`src/rtl/foxtrot_pkg.sv`:
```
// Shared definitions for the rename / reorder-buffer slice.
package foxtrot_pkg;

  localparam int unsigned INVALID_LRN          = 62;
  localparam int unsigned ZERO_LRN             = 63;
  localparam int unsigned DEFAULT_PRN_BITS     = 6;
  localparam int unsigned DEFAULT_MAX_OPERANDS = 3;

  typedef struct packed {
    logic                                                  valid;
    logic                                                  done;
    logic [DEFAULT_MAX_OPERANDS-1:0]                       old_valid;
    logic [DEFAULT_MAX_OPERANDS-1:0][DEFAULT_PRN_BITS-1:0] old_prn;
  } rob_entry_t;

endpackage

```
`src/rtl/rob_retire_select.sv`:
```
// Picks up to two in-order retirements from the head pair and builds the free vectors.
module rob_retire_select
  import foxtrot_pkg::*;
#(
  parameter int unsigned PRN_BITS     = DEFAULT_PRN_BITS,
  parameter int unsigned MAX_OPERANDS = DEFAULT_MAX_OPERANDS
) (
  input  rob_entry_t          head_entry,
  input  rob_entry_t          next_entry,
  output logic                r0,
  output logic                r1,
  output logic                next_free_valid [MAX_OPERANDS*2],
  output logic [PRN_BITS-1:0] next_free_prns  [MAX_OPERANDS*2]
);

  always_comb begin
    r0 = head_entry.valid && head_entry.done;
    r1 = r0 && next_entry.valid && next_entry.done;
    for (int i = 0; i < int'(MAX_OPERANDS * 2); i++) begin
      next_free_valid[i] = 1'b0;
      next_free_prns[i]  = '0;
    end
    for (int j = 0; j < int'(MAX_OPERANDS); j++) begin
      next_free_valid[j] = r0 && head_entry.old_valid[j];
      if (next_free_valid[j]) next_free_prns[j] = PRN_BITS'(head_entry.old_prn[j]);
      next_free_valid[MAX_OPERANDS + j] = r1 && next_entry.old_valid[j];
      if (next_free_valid[MAX_OPERANDS + j])
        next_free_prns[MAX_OPERANDS + j] = PRN_BITS'(next_entry.old_prn[j]);
    end
  end

endmodule

```
`src/rtl/reorder_buffer.sv`:
```
// In-order retirement buffer; returns superseded PRNs to rename, up to two entries per cycle.
module reorder_buffer
  import foxtrot_pkg::*;
#(
  parameter int unsigned PRN_BITS     = DEFAULT_PRN_BITS,
  parameter int unsigned MAX_OPERANDS = DEFAULT_MAX_OPERANDS,
  parameter int unsigned ROB_ENTRIES  = 16,
  localparam int unsigned TAG_BITS    = $clog2(ROB_ENTRIES),
  localparam int unsigned CNT_BITS    = TAG_BITS + 1
) (
  input  logic                clk,
  input  logic                rst_n,
  input  logic                alloc_valid,
  input  logic                alloc_old_valid [MAX_OPERANDS],
  input  logic [PRN_BITS-1:0] alloc_old_prn   [MAX_OPERANDS],
  output logic                alloc_ready,
  output logic [TAG_BITS-1:0] alloc_tag,
  input  logic                complete_valid,
  input  logic [TAG_BITS-1:0] complete_tag,
  output logic                free_valid [MAX_OPERANDS*2],
  output logic [PRN_BITS-1:0] free_prns  [MAX_OPERANDS*2],
  output logic [1:0]          retire_count,
  output logic [CNT_BITS-1:0] rob_count,
  output logic                rob_empty
);

  rob_entry_t          entries [ROB_ENTRIES];
  rob_entry_t          new_entry;
  logic [TAG_BITS-1:0] head;
  logic [TAG_BITS-1:0] tail;
  logic [TAG_BITS-1:0] head_next;
  logic [CNT_BITS-1:0] count;
  logic                alloc_fire;
  logic                r0;
  logic                r1;
  logic [1:0]          retire_n;
  logic                next_free_valid [MAX_OPERANDS*2];
  logic [PRN_BITS-1:0] next_free_prns  [MAX_OPERANDS*2];

  assign alloc_ready = (count != CNT_BITS'(ROB_ENTRIES));
  assign alloc_tag   = tail;
  assign rob_count   = count;
  assign rob_empty   = (count == '0);
  assign alloc_fire  = alloc_valid && alloc_ready;
  assign head_next   = head + TAG_BITS'(1);
  assign retire_n    = {1'b0, r0} + {1'b0, r1};

  always_comb begin
    new_entry       = '0;
    new_entry.valid = 1'b1;
    for (int j = 0; j < int'(MAX_OPERANDS); j++) begin
      new_entry.old_valid[j] = alloc_old_valid[j];
      new_entry.old_prn[j]   = DEFAULT_PRN_BITS'(alloc_old_prn[j]);
    end
  end

  rob_retire_select #(
    .PRN_BITS     (PRN_BITS),
    .MAX_OPERANDS (MAX_OPERANDS)
  ) u_retire_select (
    .head_entry      (entries[head]),
    .next_entry      (entries[head_next]),
    .r0              (r0),
    .r1              (r1),
    .next_free_valid (next_free_valid),
    .next_free_prns  (next_free_prns)
  );

  // Later assignments win: retirement clears after completion marks done.
  always_ff @(posedge clk or negedge rst_n) begin
    if (!rst_n) begin
      for (int i = 0; i < int'(ROB_ENTRIES); i++) entries[i] <= '0;
    end else begin
      if (complete_valid && entries[complete_tag].valid) entries[complete_tag].done <= 1'b1;
      if (alloc_fire) entries[tail] <= new_entry;
      if (r0) entries[head] <= '0;
      if (r1) entries[head_next] <= '0;
    end
  end

  always_ff @(posedge clk or negedge rst_n) begin
    if (!rst_n) begin
      head         <= '0;
      tail         <= '0;
      count        <= '0;
      retire_count <= '0;
      for (int i = 0; i < int'(MAX_OPERANDS * 2); i++) begin
        free_valid[i] <= 1'b0;
        free_prns[i]  <= '0;
      end
    end else begin
      head         <= head + TAG_BITS'(retire_n);
      tail         <= tail + TAG_BITS'(alloc_fire);
      count        <= count + CNT_BITS'(alloc_fire) - CNT_BITS'(retire_n);
      retire_count <= retire_n;
      for (int i = 0; i < int'(MAX_OPERANDS * 2); i++) begin
        free_valid[i] <= next_free_valid[i];
        free_prns[i]  <= next_free_prns[i];
      end
    end
  end

  // Completing the tag being allocated in the same cycle is an upstream bug.
  assert property (@(posedge clk) disable iff (!rst_n)
    !(complete_valid && alloc_fire && (complete_tag == tail)))
    else $error("reorder_buffer: completion targets the tag being allocated");

endmodule

```
`config.mk`:
```
export PLATFORM = sky130hd
export DESIGN_NAME = reorder_buffer
export DESIGN_NICKNAME = d
export VERILOG_FILES = /design/src/rtl/foxtrot_pkg.sv /design/src/rtl/rob_retire_select.sv /design/src/rtl/reorder_buffer.sv
export SDC_FILE = /design/constraint.sdc
export NUM_CORES = 1
export LEC_CHECK = 0
export BUFFER_PORTS_ARGS = -buffer_cell sky130_fd_sc_hd__buf_2
export CAP_MARGIN = 10
export CORE_UTILIZATION = 40
export DETAILED_ROUTE_END_ITERATION = 12
export HOLD_SLACK_MARGIN = 0.12
export SLEW_MARGIN = 30
export SYNTH_ARGS = -nofsm -noshare
export SYNTH_HDL_FRONTEND = slang
export SYNTH_HIERARCHICAL = 1
export SYNTH_SLANG_ARGS = --single-unit
```
`constraint.sdc`:
```
create_clock -name clk -period 5.8 [get_ports clk]
set_input_delay 1.16 -clock clk [delete_from_list [all_inputs] [get_ports clk]]
set_output_delay 1.16 -clock clk [all_outputs]
set_load 0.005 [all_outputs]
```
==> reports/results.ini, run 1 <==
[outcome]
outcome = complete, no violations

[timing]
min_period_over_period = 0.862
finalHoldViolations = 0
slew_headroom = 0.297
worst_pin_slew_ps = 1050
fin_ws_ps = 802
drv_slew = 0
setup-violations-final = 0
setup_tns_ps = 0
fmax_mhz = 200
rsz0062_at_grt = false
skew_ps = 12.9
min_period_ps = 5000
timing.hold.ws_ps = 540

[die]
rows = 87
core_sq_um = 56600
die-width_um = 242
die_area_sq_um = 58500
initial_utilization = 0.406
io_pins = 84
fp.dieH_um = 242

[yosys]
synthCells = 1923
synth.most_common_cell = dfrtp_1
ys_ff_latch = 425
yosysTopAreaCell = dfrtp_1
ys_top_cells_by_count = dfrtp_1 (425), nor2_1 (269), mux2i_1 (231)
async_flop_share = 1.00
synthDistinctLibCells = 54
synth-edff-count = 0
synth.yosys.seq_area_share = 0.462
yosys.area.top_type_share = 0.462
synthFlopType = dfrtp_1
syn_nets = 1972
synth_area_per_cell_sq_um = 12.0
ys_top_cells_by_area = dfrtp_1 (46%), mux4_2 (20%), mux2i_1 (10%), nor2_1 (4.4%), nand2_1 (3.7%)
synth_area_sq_um = 23000
ys_warn_count = 6

[global_route]
antenna_found_initial = 7
overflow = 0
grt_pass1_wl_mm = 116
grt_max_degree = 106
grt_pass1_vias = 17100
grt_use_total = 0.268

[worst_setup_path]
critPathMaxStageDelay_ps = 640
r2r_setup_slack_ps = 800
cp_slowest_cell = dfrtp_4
cp.depth = 16
cp_num_buf_inv = 1
crit_arrival_ps = 5500
crit_path_end = rob_count[4]
cp-start-kind = flop
startpoint = head[1]
cpLargestDelayFamily = adder cells
r2r_start = head[1]
path_class = flop to flop
crit_path_max_fanout = 29
critPathCaptureType = flop
reg2reg_depth = 16
cp_data_required_time_ps = 6300
cpMostUsedCell = ha_1
path_cells = ha_1 > and2_1 > a21oi_2 > o21ai_2 > a22oi_1 > o221ai_1 > and4_4 > ha_1 > ha_1 > inv_1 > ha_1 > fa_1 > a21oi_1 > nor2_1 > nor2_1 > xnor2_1
r2r_end = rob_count[4]

[routing]
route.met3.wl_mm = 8.52
drt_first_pass_iters = 6
vias_per_cell = 6.22
antenna_left = 0
drc = 0
vias = 17000
dr_wl_met2_mm = 34.6
top_layer_used = met4
routedWlPerCell_um = 28.6
wl_mm = 78.4
drtIter0Drc = 1900
m1WireLength_mm = 31.9

[clocking]
holdBufCountCts = 0
cts_sinks = 425
htree_levels = 2
cts_root_buf = clkbuf_16
cts_tree = yes
ctsLongestPathBuffers = 3
cts_resized = 0
clk_pin_slew_worst_paths_ps = 60
cts_setup_buffers = 0
cts_inserted_buffers = 46
insertion_delay_ps = 590

[final_layout]
drive_gt1_frac = 0.246
nets = 1993
syn2layout_area_growth_pct = 11.8
utilization = 0.454

[run]
cap_violations = 0

[pwr]
power_density_nw_per_um2 = 642
ir_drop_v = 0.000325
leakage_nw = 11.4
totalPowerFinal_mw = 16.5

[placement]
globalplace.congestion = 0.885
dp_hpwl_mm = 46.8
dp_slack_ps = 948
port_buffers = 83

[hold_path]
hp-class = flop to flop

metal layers:
layer  vias to the layer above  global-route usage
met2                      1076               0.391
met1                      8825               0.375
met3                       195              0.0716
li1                       6943                   -
met5                         -             0.00327
met4                         0               0.120
registers in the layout, summed over array words and instances (netlist names):
signal,cells
entries,368
retire_count,2
head,4
rob_count,5
alloc_tag,4
free_valid,6
free_prns,36
cells in the final DEF, fill, tap and decap left out, drive strengths merged, types with 22 or more instances in the layout:
cell	instances
a21oi	115
a22oi	24
and2	26
and3	23
buf	138
clkbuf	68
dfrtp	425
inv	60
mux2i	231
mux4	207
nand2	226
nor2	277
o221ai	22
worst min-delay path by stage:
stage	startpoint	to	slack, ps	cells past startpoint
after detailed placement	entries[104]	entries[104]	530	2
after global placement	entries[100]	entries[100]	510	2
final	entries[167]	entries[167]	540	2
after CTS	entries[286]	entries[286]	540	2
after global routing	entries[277]	entries[277]	560	2
after floorplan	entries[116]	entries[116]	500	2
metrics by stage:
stage,area [sq um],instances
2_1_floorplan,23000,1923
3_3_place_gp,24100,2651
3_5_place_dp,24100,2651
4_1_cts,25700,2735
5_1_grt,25700,2739
6_report,25700,2741
layout make-up:
class	instances	area (sq um)
Antenna cell	5	12.5
Clock buffer	67	1400
Clock inverter	17	189
Fill cell	5215	30900
Inverter	59	221
Multi-Input combinational cell	1273	11400
Sequential cell	425	10600
Tap cell	756	946
Timing Repair Buffer	139	921
tightest hold or removal path, cell delays in order, from the launching register on:
cell	delay [ps]
dfrtp_1	350
mux2i_1	70
nor2_1	80
where the power goes:
group / internal (mW) / switching [mW]
logic: 3.77 / 4.26
clock network: 1.85 / 1.27
registers: 4.25 / 1.10
total: 9.87 / 6.64
cell families after synthesis:
group,after synthesis,share of synthesized area
adders and majority gates,20,0.0115
DFF,425,0.462
muxes,438,0.303
and+or+nand+nor,605,0.113
xor gates and xnor gates,8,0.00305
AOI/OAI and AO/OA,202,0.0575
buffers and inverters,225,0.0492
No activity file was read; power rests on OpenSTA's default activity.
==> run 2, diff against run 1 <==
Settings changed: CORE_MARGIN set to 1.5, CORE_UTILIZATION 40 to 55, PLACE_DENSITY set to 0.72.
==> reports/results.ini, run 2 (synthesis results as in run 1) <==
[final_layout]
layout_common_cells = dfrtp_1 (421), nor2_1 (265), mux2i_1 (231), nand2_1 (225), mux4_2 (207)
fillers = 3145  ; -40%
multi_input_area_sq_um = 11400  ; about the same
final_cell_area_sq_um = 25400  ; -1.4%
drive_gt1_frac = 0.240  ; -0.00549
utilization = 0.618  ; +0.164
top_register = entries
nets = 1984  ; -0.45%
syn2layout_area_growth_pct = 10.2
seqCellArea_sq_um = 10600  ; unchanged
largest_reg_flops = 368  ; unchanged
final_common_cell = dfrtp_1
top_regs = entries: 368 flops, free_prns: 36 flops, free_valid: 6 flops

[routing]
drt_first_pass_iters = 10  ; +4
routedWlPerCell_um = 29.4  ; +2.8%
wl_mm = 73.6  ; -6.1%
antenna_left = 0  ; unchanged
vias_per_cell = 6.87  ; +10%
drc = 11  ; +11
vias = 17200  ; +0.89%
drtIter0Drc = 2468  ; +30%

[die]
initial_utilization = 0.561  ; +0.154
rows = 74  ; -15%
core_sq_um = 41000  ; -28%
die_area_sq_um = 43100  ; -26%
io_pins = 84  ; unchanged
fp.dieH_um = 208  ; -14%
die-width_um = 208  ; -14%

[timing]
slew_headroom = 0.299  ; +0.00209
rsz0062_at_grt = false
min_period_over_period = 0.798  ; -0.0633
min_period_ps = 4630  ; -367 ps
fmax_mhz = 216  ; +7.9%
skew_ps = 34.4  ; +21.6 ps
drv_slew = 0  ; unchanged
setup-violations-final = 0  ; unchanged
worst_pin_slew_ps = 1050  ; -5.63 ps
fin_ws_ps = 1170  ; +367 ps
finalHoldViolations = 0  ; unchanged
setup_tns_ps = 0  ; unchanged

[placement]
dp_slack_ps = 1200  ; +253 ps
dpl_cell_area_sq_um = 23800  ; -1.1%
port_buffers = 83  ; unchanged
globalplace.congestion = 0.925  ; +4.6%
dp_hpwl_mm = 44.2  ; -5.5%

[clocking]
cts_root_buf = clkbuf_16
cts_tree = yes
cts_sinks = 425  ; unchanged
cts_resized = 0  ; unchanged
cts_setup_buffers = 0  ; unchanged
insertion_delay_ps = 580  ; about the same
ctsLongestPathBuffers = 3  ; unchanged
htree_levels = 2  ; unchanged
holdBufCountCts = 0  ; unchanged
cts_inserted_buffers = 45  ; -2.2%
clk_pin_slew_worst_paths_ps = 60  ; about the same

[worst_setup_path]
path_class = flop to flop
crit_path_max_fanout = 30  ; +3.4%
critPathMaxStageDelay_ps = 750  ; +110 ps
cpMostUsedCell = ha_1
path_cells = inv_1 > ha_4 > mux4_2 > a22oi_1 > o221ai_1 > and4_4 > ha_1 > ha_1 > inv_1 > ha_1 > fa_1 > a21oi_1 > nor2_1 > nor2_1 > xnor2_1
cp_slowest_cell = dfrtp_4
cp-start-kind = flop
crit_arrival_ps = 5140  ; -360 ps
critPathCaptureType = flop
cp_data_required_time_ps = 6310  ; about the same

[outcome]
outcome = finished, violations left
violations = design-rule violations

[pwr]
ir_drop_v = 0.000352  ; +8.3%
power_density_nw_per_um2 = 645  ; +0.47%
leakage_nw = 11.3  ; -0.66%
totalPowerFinal_mw = 16.4  ; -0.93%

[hold_path]
hp-class = flop to flop

[global_route]
use_met1 = 0.485  ; +0.111
overflow = 0  ; unchanged
grt_busiest_layer = met2
antenna_found_initial = 9  ; +2
grt_pass1_vias = 17100  ; +0.17%
grt_use_total = 0.346  ; +0.0777
grt_pass1_wl_mm = 111  ; -4.6%
grt_max_degree = 145  ; +37%
grtUsageMet2 = 0.510  ; +0.119
grt_use_met3 = 0.0871  ; +0.0156

[run]
cap_violations = 0  ; unchanged

[run 2: changes by cell type in the layout (fill, tap and decap cells not counted), sizes merged]
| cell | delta |
|---|---|
| buf | -7 |
| clkbuf | -2 |
| clkinv | -6 |
| clkinvlp | +1 |
| inv | +1 |
[run 2: per-stage QoR]
stage	instances	hold WS (ps)
finish	2504	537
CTS	2499	537
detailed placement	2420	528
global placement	2417	514
floorplan	1923	498
global route	2504	554
[run 2: layout make-up]
| cell class | instances | area share |
|---|---|---|
| sequential | 425 | 0.420 |
| clock inverter | 13 | 0.00691 |
| antenna | 5 | 0.000493 |
| clock buffer | 66 | 0.0531 |
| inverter | 59 | 0.00873 |
| timing repair buffer | 131 | 0.0363 |
| tap | 532 | 0.0263 |
| multi-input combinational | 1273 | 0.448 |
[run 2: power breakdown]
part | switching [mW] | internal, mW | leakage [nW]
Clock | 1.24 | 1.78 | 0.751
Sequential | 1.20 | 4.24 | 5.46
Combinational | 4.13 | 3.76 | 5.08
[run 2: final timing paths]
path                       depth (start not counted)    startpoint  slack, ps           end
setup / recovery                                  15       head[1]       1170  rob_count[4]
hold / removal                                     2  entries[278]        540  entries[278]
setup reg to reg                                  15       head[1]       1170  rob_count[4]
hold reg to reg                                    2  entries[278]        540  entries[278]
max in group asynchronous                          2         rst_n       3830  entries[193]
min in group asynchronous                          1         rst_n        590  entries[234]
[run 2: critical path, delay by kind of cell (launching register included)]
family / cells / cell delay (ps)
DFF: 1 / 750
buffers and inverters: 2 / 330
muxes: 1 / 510
and+or+nand+nor: 3 / 500
xor gates and xnor gates: 1 / 120
AOI/OAI and AO/OA: 3 / 500
adders and majority gates: 5 / 1810
[run 2: layer usage]
metal / wire length [um] / part of all wire / vias to the layer above
met5: 69 / 0.00094 / -
met4: 3560 / 0.048 / 8
met3: 9650 / 0.13 / 228
met2: 32900 / 0.45 / 1275
met1: 27400 / 0.37 / 8765
li1: - / - / 6915
